File: src/rtl/crc_link_deserializer.sv
// Serial-to-parallel front end for the CRC receiver.
// Recovers framed codewords (start, DATA_W data bits, even parity, stop) from a
// bit-strobed serial line, delivers good words over valid/ready, and counts
// link-level faults separately from anything the CRC stage later finds.
module crc_link_deserializer #(
    parameter int DATA_W    = 15,
    parameter bit MSB_FIRST = 1'b1,
    parameter int ERR_CNT_W = 8
) (
    input  logic                 clk,
    input  logic                 reset,
    input  logic                 bit_valid,
    input  logic                 serial_in,
    input  logic                 word_ready,
    output logic [DATA_W-1:0]    word_out,
    output logic                 word_valid,
    output logic                 parity_err,
    output logic                 frame_err,
    output logic                 overrun,
    output logic [ERR_CNT_W-1:0] err_count
);

    localparam int               CNT_W    = $clog2(DATA_W + 1);
    localparam logic [CNT_W-1:0] LAST_BIT = CNT_W'(DATA_W - 1);

    typedef enum logic [1:0] {
        IDLE   = 2'd0,
        DATA   = 2'd1,
        PARITY = 2'd2,
        STOP   = 2'd3
    } state_t;

    state_t              state;
    state_t              state_nxt;
    logic [CNT_W-1:0]    bit_cnt;
    logic [DATA_W-1:0]   shift_q;
    logic [DATA_W-1:0]   shift_nxt;
    logic                par_ok;

    // Frame outcomes, valid only on the cycle the stop bit is sampled.
    logic                stop_bad;
    logic                par_bad;
    logic                frame_good;
    logic                xfer;
    logic                load;
    logic                drop;
    logic                err_event;

    // State register.
    // NOTE: clocked blocks use non-blocking assignments so every register
    // samples the pre-edge value of every other register.
    always_ff @(posedge clk or negedge reset) begin
        if (!reset) begin
            state <= IDLE;
        end else begin
            state <= state_nxt;
        end
    end

    // Next-state logic and stop-bit classification; advances only on bit strobes.
    // NOTE: every signal gets a default first so no path through the block
    // leaves it unassigned, which would otherwise infer a latch.
    always_comb begin
        state_nxt  = state;
        stop_bad   = 1'b0;
        par_bad    = 1'b0;
        frame_good = 1'b0;
        if (bit_valid) begin
            case (state)
                IDLE:    if (!serial_in) state_nxt = DATA;
                DATA:    if (bit_cnt == LAST_BIT) state_nxt = PARITY;
                PARITY:  state_nxt = STOP;
                STOP: begin
                    // A 0 here is a broken frame, never a new start bit.
                    state_nxt = IDLE;
                    if (!serial_in)  stop_bad   = 1'b1;
                    else if (!par_ok) par_bad   = 1'b1;
                    else             frame_good = 1'b1;
                end
                default: state_nxt = IDLE;
            endcase
        end
    end

    // Shift direction decides which word bit the first serial data bit lands in.
    always_comb begin
        if (MSB_FIRST) shift_nxt = {shift_q[DATA_W-2:0], serial_in};
        else           shift_nxt = {serial_in, shift_q[DATA_W-1:1]};
    end

    // Bit counter, shift register and parity verdict for the frame in flight.
    always_ff @(posedge clk or negedge reset) begin
        if (!reset) begin
            bit_cnt <= '0;
            shift_q <= '0;
            par_ok  <= 1'b0;
        end else if (bit_valid) begin
            case (state)
                IDLE: if (!serial_in) bit_cnt <= '0;
                DATA: begin
                    shift_q <= shift_nxt;
                    bit_cnt <= bit_cnt + CNT_W'(1);
                end
                PARITY:  par_ok <= ~^{shift_q, serial_in};
                default: ;
            endcase
        end
    end

    // A good frame lands only if the output slot is empty or being drained now.
    assign xfer      = word_valid && word_ready;
    assign load      = frame_good && (!word_valid || word_ready);
    assign drop      = frame_good && !load;
    assign err_event = stop_bad || par_bad || drop;

    // Output word register, one-cycle error pulses and saturating error count.
    always_ff @(posedge clk or negedge reset) begin
        if (!reset) begin
            word_out   <= '0;
            word_valid <= 1'b0;
            parity_err <= 1'b0;
            frame_err  <= 1'b0;
            overrun    <= 1'b0;
            err_count  <= '0;
        end else begin
            parity_err <= par_bad;
            frame_err  <= stop_bad;
            overrun    <= drop;
            if (load) begin
                word_out   <= shift_q;
                word_valid <= 1'b1;
            end else if (xfer) begin
                word_valid <= 1'b0;
            end
            if (err_event && (err_count != {ERR_CNT_W{1'b1}})) begin
                err_count <= err_count + ERR_CNT_W'(1);
            end
        end
    end

endmodule

File: config.mk
export PLATFORM = sky130hd
export DESIGN_NAME = crc_link_deserializer
export DESIGN_NICKNAME = d
export VERILOG_FILES = /design/src/rtl/crc_link_deserializer.sv
export SDC_FILE = /design/constraint.sdc
export NUM_CORES = 1
export LEC_CHECK = 0
export CAP_MARGIN = 20
export CORE_UTILIZATION = 53
export DETAILED_ROUTE_END_ITERATION = 10
export HOLD_SLACK_MARGIN = 0.02
export PLACE_DENSITY = 0.78
export REMOVE_ABC_BUFFERS = 1
export SLEW_MARGIN = 30
export SYNTH_ARGS = -nofsm -noshare
export SYNTH_HDL_FRONTEND = slang
export SYNTH_SLANG_ARGS = --single-unit
export TNS_END_PERCENT = 20
File: constraint.sdc
create_clock -name clk -period 1.8 [get_ports clk]
set_input_delay 0.36 -clock clk [delete_from_list [all_inputs] [get_ports clk]]
set_output_delay 0.36 -clock clk [all_outputs]
set_load 0.02 [all_outputs]
### After elaboration in Yosys (flattened, before gate mapping)

Cells that the tools add are included.
Widths: inputs -> output; s select.

| storage, ports and cells | value |
|---|---|
| register bits after elaboration | 49 |
| word-level logic and storage cells | 54 |
| output and inout bits | 27 |
| input port bits | 5 |

| cells by class | value |
|---|---|
| multiplexer cells | 18 |
| $add $sub $neg | 2 |
| equal/unequal tests | 7 |
| reduce and logical (&&, ||, !) cells | 17 |

Operators by type and width:

| kind | count |
|---|---|
| $reduce_xnor 16->1 | 1 |
| $mux 1 | 13 |
| $add 8x1->8 const B | 1 |
| $ne 8x8->1 const B | 1 |
| $pmux 2 s4 | 1 |
| $pmux 4 s2 | 1 |
| $reduce_and 3->1 | 2 |
| $add 4x1->4 const B | 1 |
| $eq 2x2->1 const B | 2 |
| $eq 4x4->1 const B | 1 |
| $logic_and 1x1->1 | 4 |
| $mux 2 | 2 |
| $mux 4 | 1 |
| $ne 2x2->1 const B | 2 |
| $reduce_and 2->1 | 2 |
| $reduce_bool 2->1 | 2 |
| $logic_or 1x1->1 | 3 |
| $eq 2x1->1 const B | 1 |
| $logic_not 1->1 | 2 |
| $logic_not 2->1 | 1 |

### Longest topological paths before layout

| depth | value |
|---|---|
| depth in word-level cells | 9 |
| mapped depth | 6 |
| mapped depth without buffers | 6 |

### Least setup slack after synthesis

No wires, ideal clock.

| path | value |
|---|---|
| kind | reg-to-reg |
| start | register word_valid |
| end | register err_count[5] |
| stages on the path, launching flop included | 6 |
| required time | 1.672 ns |
| period minus slack after synthesis | 1.521 ns |
| slack | 0.279 ns |
| path buffers | 0 |
| library setup time | 0.128 ns |
| arrival time | 1.393 ns |
| cells stage by stage | dfrtp_1 -> nand2b_4 -> a31oi_4 -> and3_4 -> nand4_1 -> mux2_1 |

| on the way | value |
|---|---|
| longest elaborated chain between the ends | 7 |

Ends and longest elaborated chain:

| item | RTL line | text |
|---|---|---|
| start, declared | 16 | `output logic word_valid,` |
| start signal, assigned | 120 | `word_valid <= 1'b0;` |
| start signal, assigned | 131 | `word_valid <= 1'b1;` |
| start signal, assigned | 133 | `word_valid <= 1'b0;` |
| $logic_not 1->1 | 112 | `assign load = frame_good && (!word_valid \|\| word_ready);` |
| $logic_or 1x1->1 | 112 |  |
| $logic_and 1x1->1 | 112 |  |
| $logic_not 1->1 | 113 | `assign drop = frame_good && !load;` |
| $logic_and 1x1->1 | 113 |  |
| $logic_or 1x1->1 | 114 | `assign err_event = stop_bad \|\| par_bad \|\| drop;` |
| $logic_and 1x1->1 | 135 | `if (err_event && (err_count != {ERR_CNT_W{1'b1}})) begin` |
| end signal, assigned | 136 | `err_count <= err_count + ERR_CNT_W'(1);` |
| end, declared | 20 | `output logic [ERR_CNT_W-1:0] err_count` |

Every way passes these cells.
A chain may end at the register's enable or synchronous reset.

### Final worst setup path

| path | value |
|---|---|
| start | register err_count[7] |
| end | output err_count[7] |

No word-level cell between the ends.

==> flow_summary.json <==
{
  "status": "finished clean",
  "clkSlewWorstSetupHoldPaths_ns": 0.09,
  "peakVddDrop_mv": 0.788,
  "gp_congestion": 0.771,
  "ys_ff_latch": 49,
  "timing.fmax_mhz": 573,
  "critPathLaunchType": "flip-flop",
  "cts_setup_buffers": 0,
  "synth_flop_cell": "dfrtp_1",
  "holdWs_ns": 0.508,
  "end_kind": "primary output",
  "maxCapViolations": 0,
  "ios": 32,
  "clock_path_buffers": 2,
  "skew_ns": 0.0118,
  "clockRootBuffer": "clkbuf_8",
  "core_um2": 4000,
  "grt_pass1_wl_um": 6710,
  "clkSinkCount": 49,
  "p_leak_nw": 1.29,
  "cp_max_fo": 6,
  "wl_um": 4010,
  "num-fill-cells": 298,
  "dr.pass1.iters": 4,
  "area_growth_pct": 24.9,
  "grt_max_degree": 25,
  "drcViolationCount": 0,
  "placed_area_um2": 2660,
  "multi_input_area_um2": 940,
  "synth-edff-count": 0,
  "path_delay_family": "buffers and inverters",
  "fin_nets": 230,
  "numPortBuffers": 31,
  "crit_chain": "clkdlybuf4s50_1",
  "power.density_nw_per_um2": 1370,
  "dpl.hpwl_um": 2950,
  "cp-startpoint": "err_count[7]$_DFFE_PN0P_",
  "min_path_type": "input pin to asynchronous set/reset pin",
  "maxSlewHeadroom_pct": 72.1,
  "synthesis.area_um2": 2210,
  "fin_util_pct": 68.9,
  "period_share_pct": 97.0,
  "synth-async-reset-ratio_pct": 100,
  "grt_setup_unrepaired": "no",
  "path_buf_inv": 1,
  "instances_no_fill": 268,
  "synth_area_per_cell_um2": 13.0,
  "vias": 1466,
  "drtIter0Drc": 133,
  "ys_warn_count": 0,
  "h-tree-depth": 2,
  "ys_types": 31,
  "fp-row-count": 23,
  "power.total_mw": 3.79,
  "seq_area_frac_synth_pct": 55.5,
  "dieArea_um2": 4430,
  "slowest_stage": "clkdlybuf4s50_1",
  "final_layout_size_suffix_gt1_share_pct": 24.3,
  "antenna_found_initial": 0,
  "viasPerCell": 5.47,
  "hold_viol_final": 0,
  "grt_overflow": 0,
  "required_ns": 1.44,
  "first_global_vias": 1511,
  "die_w_um": 66.6,
  "setup_viol": 0,
  "netlist_instances": 170,
  "ant_nets": 0,
  "r2r-start": "state[0]$_DFFE_PN0P_",
  "design_area_um2": 2760,
  "start_util_pct": 55.2,
  "cts_buffers": 5,
  "cp.arrival_ns": 1.39,
  "cts_tree": "done",
  "worstMarginPinSlew_ns": 0.414,
  "finalCriticalPeriod_ns": 1.75,
  "worstSetupPathType": "flip-flop to primary output",
  "grtUsageTotal_pct": 20.8,
  "slowest_delay_ns": 0.63,
  "die_h_um": 66.6,
  "diodes": 0,
  "regArea_um2": 1230,
  "slew_violations": 0,
  "clk_latency_ns": 0.30,
  "dp.cells": 259,
  "post_drt_wl_per_cell_um": 15.0
}
[final timing paths]
kind	end	slack, ns	cells after the start
max in group asynchronous	shift_q[7]$_DFFE_PN0P_	0.82	3
min in group clk	word_out[14]$_DFFE_PN0P_	0.51	1
setup / recovery	err_count[7]	0.05	1
hold / removal	word_out[13]$_DFFE_PN0P_	0.51	2
hold reg to reg	word_out[14]$_DFFE_PN0P_	0.51	1
setup reg to reg	err_count[5]$_DFFE_PN0P_	0.16	6
[kinds of logic (layout without fill, tap and decap cells)]
group	after synthesis	in the layout	share of synthesized area, %
AOI/OAI and AO/OA	20	20	6.18
xor gates and xnor gates	18	18	7.14
and+or+nand+nor	34	34	7.93
muxes	33	33	16.8
buffers and inverters	8	56	1.93
adders and majority gates	8	8	4.53
DFF	49	49	55.5
[timing repair]
action | 4_1_cts | 5_1_grt
hold buffers | 1 | 0
endpoints found under the hold margin | 14 | 0
setup endpoints to repair | 1 | 2
resized for setup | 1 | 2
pin swaps | 0 | 0
[power by group]
part / leakage [nW] / switching, mW / internal, mW / total (mW)
Clock: 0.0385 / 0.341 / 0.275 / 0.616
Combinational: 0.597 / 0.693 / 0.804 / 1.50
Sequential: 0.657 / 0.293 / 1.38 / 1.68
Total: 1.29 / 1.33 / 2.46 / 3.79
[metrics by stage]
step | setup slack, ns | TNS, ns
floorplan | -0.0990 | -1.49
CTS | 0.0144 | 0
finish | 0.0540 | 0
detailed placement | -0.194 | -2.91
global placement | -0.125 | -2.02
global route | 0.0105 | 0
[sequential cells by signal, summed over array words and instances, names as in the netlist]
register,count
parity_err,1
par_ok,1
state,2
shift_q,15
overrun,1
bit_cnt,4
err_count,8
word_valid,1
frame_err,1
word_out,15
[cell usage after synthesis, types with 3 or more instances]
library cell / count / share of area (%)
o21ai_0: 9 / 2.0
dfrtp_1: 49 / 56
nand3_1: 4 / 0.91
ha_1: 8 / 4.5
nor2_1: 4 / 0.68
xor2_1: 3 / 1.2
nand2_1: 14 / 2.4
a31oi_1: 3 / 0.85
xnor2_1: 15 / 5.9
nand4_1: 3 / 0.85
mux2_2: 31 / 16
inv_1: 5 / 0.85
[per-layer routing]
| metal | up-vias | wire length, µm | track usage, % |
|---|---|---|---|
| met2 | 30 | 2220 | 37.0 |
| met1 | 740 | 1620 | 23.4 |
| met5 | - | 0 | 0 |
| met3 | 5 | 131 | 5.14 |
| met4 | 0 | 41 | 8.78 |
| li1 | 691 | - | - |
[cell type report]
| class | count | share of cell area (%) |
|---|---|---|
| clock buffer | 7 | 2.77 |
| multi-input combinational | 113 | 34.1 |
| sequential | 49 | 44.5 |
| timing repair buffer | 43 | 15.5 |
| tap | 50 | 2.27 |
| inverter | 5 | 0.681 |
| clock inverter | 1 | 0.272 |
[layout by cell type, fill, tap and decap left out, types with 4 or more instances in the layout]
cell type	count
ha_1	8
inv_1	5
xnor2_1	15
nand2_1	14
nand3_1	4
dfrtp_1	49
mux2_2	31
buf_4	9
clkdlybuf4s50_1	27
nor2_1	4
o21ai_0	9
clkbuf_8	5
(Power assumes the default switching activity.)
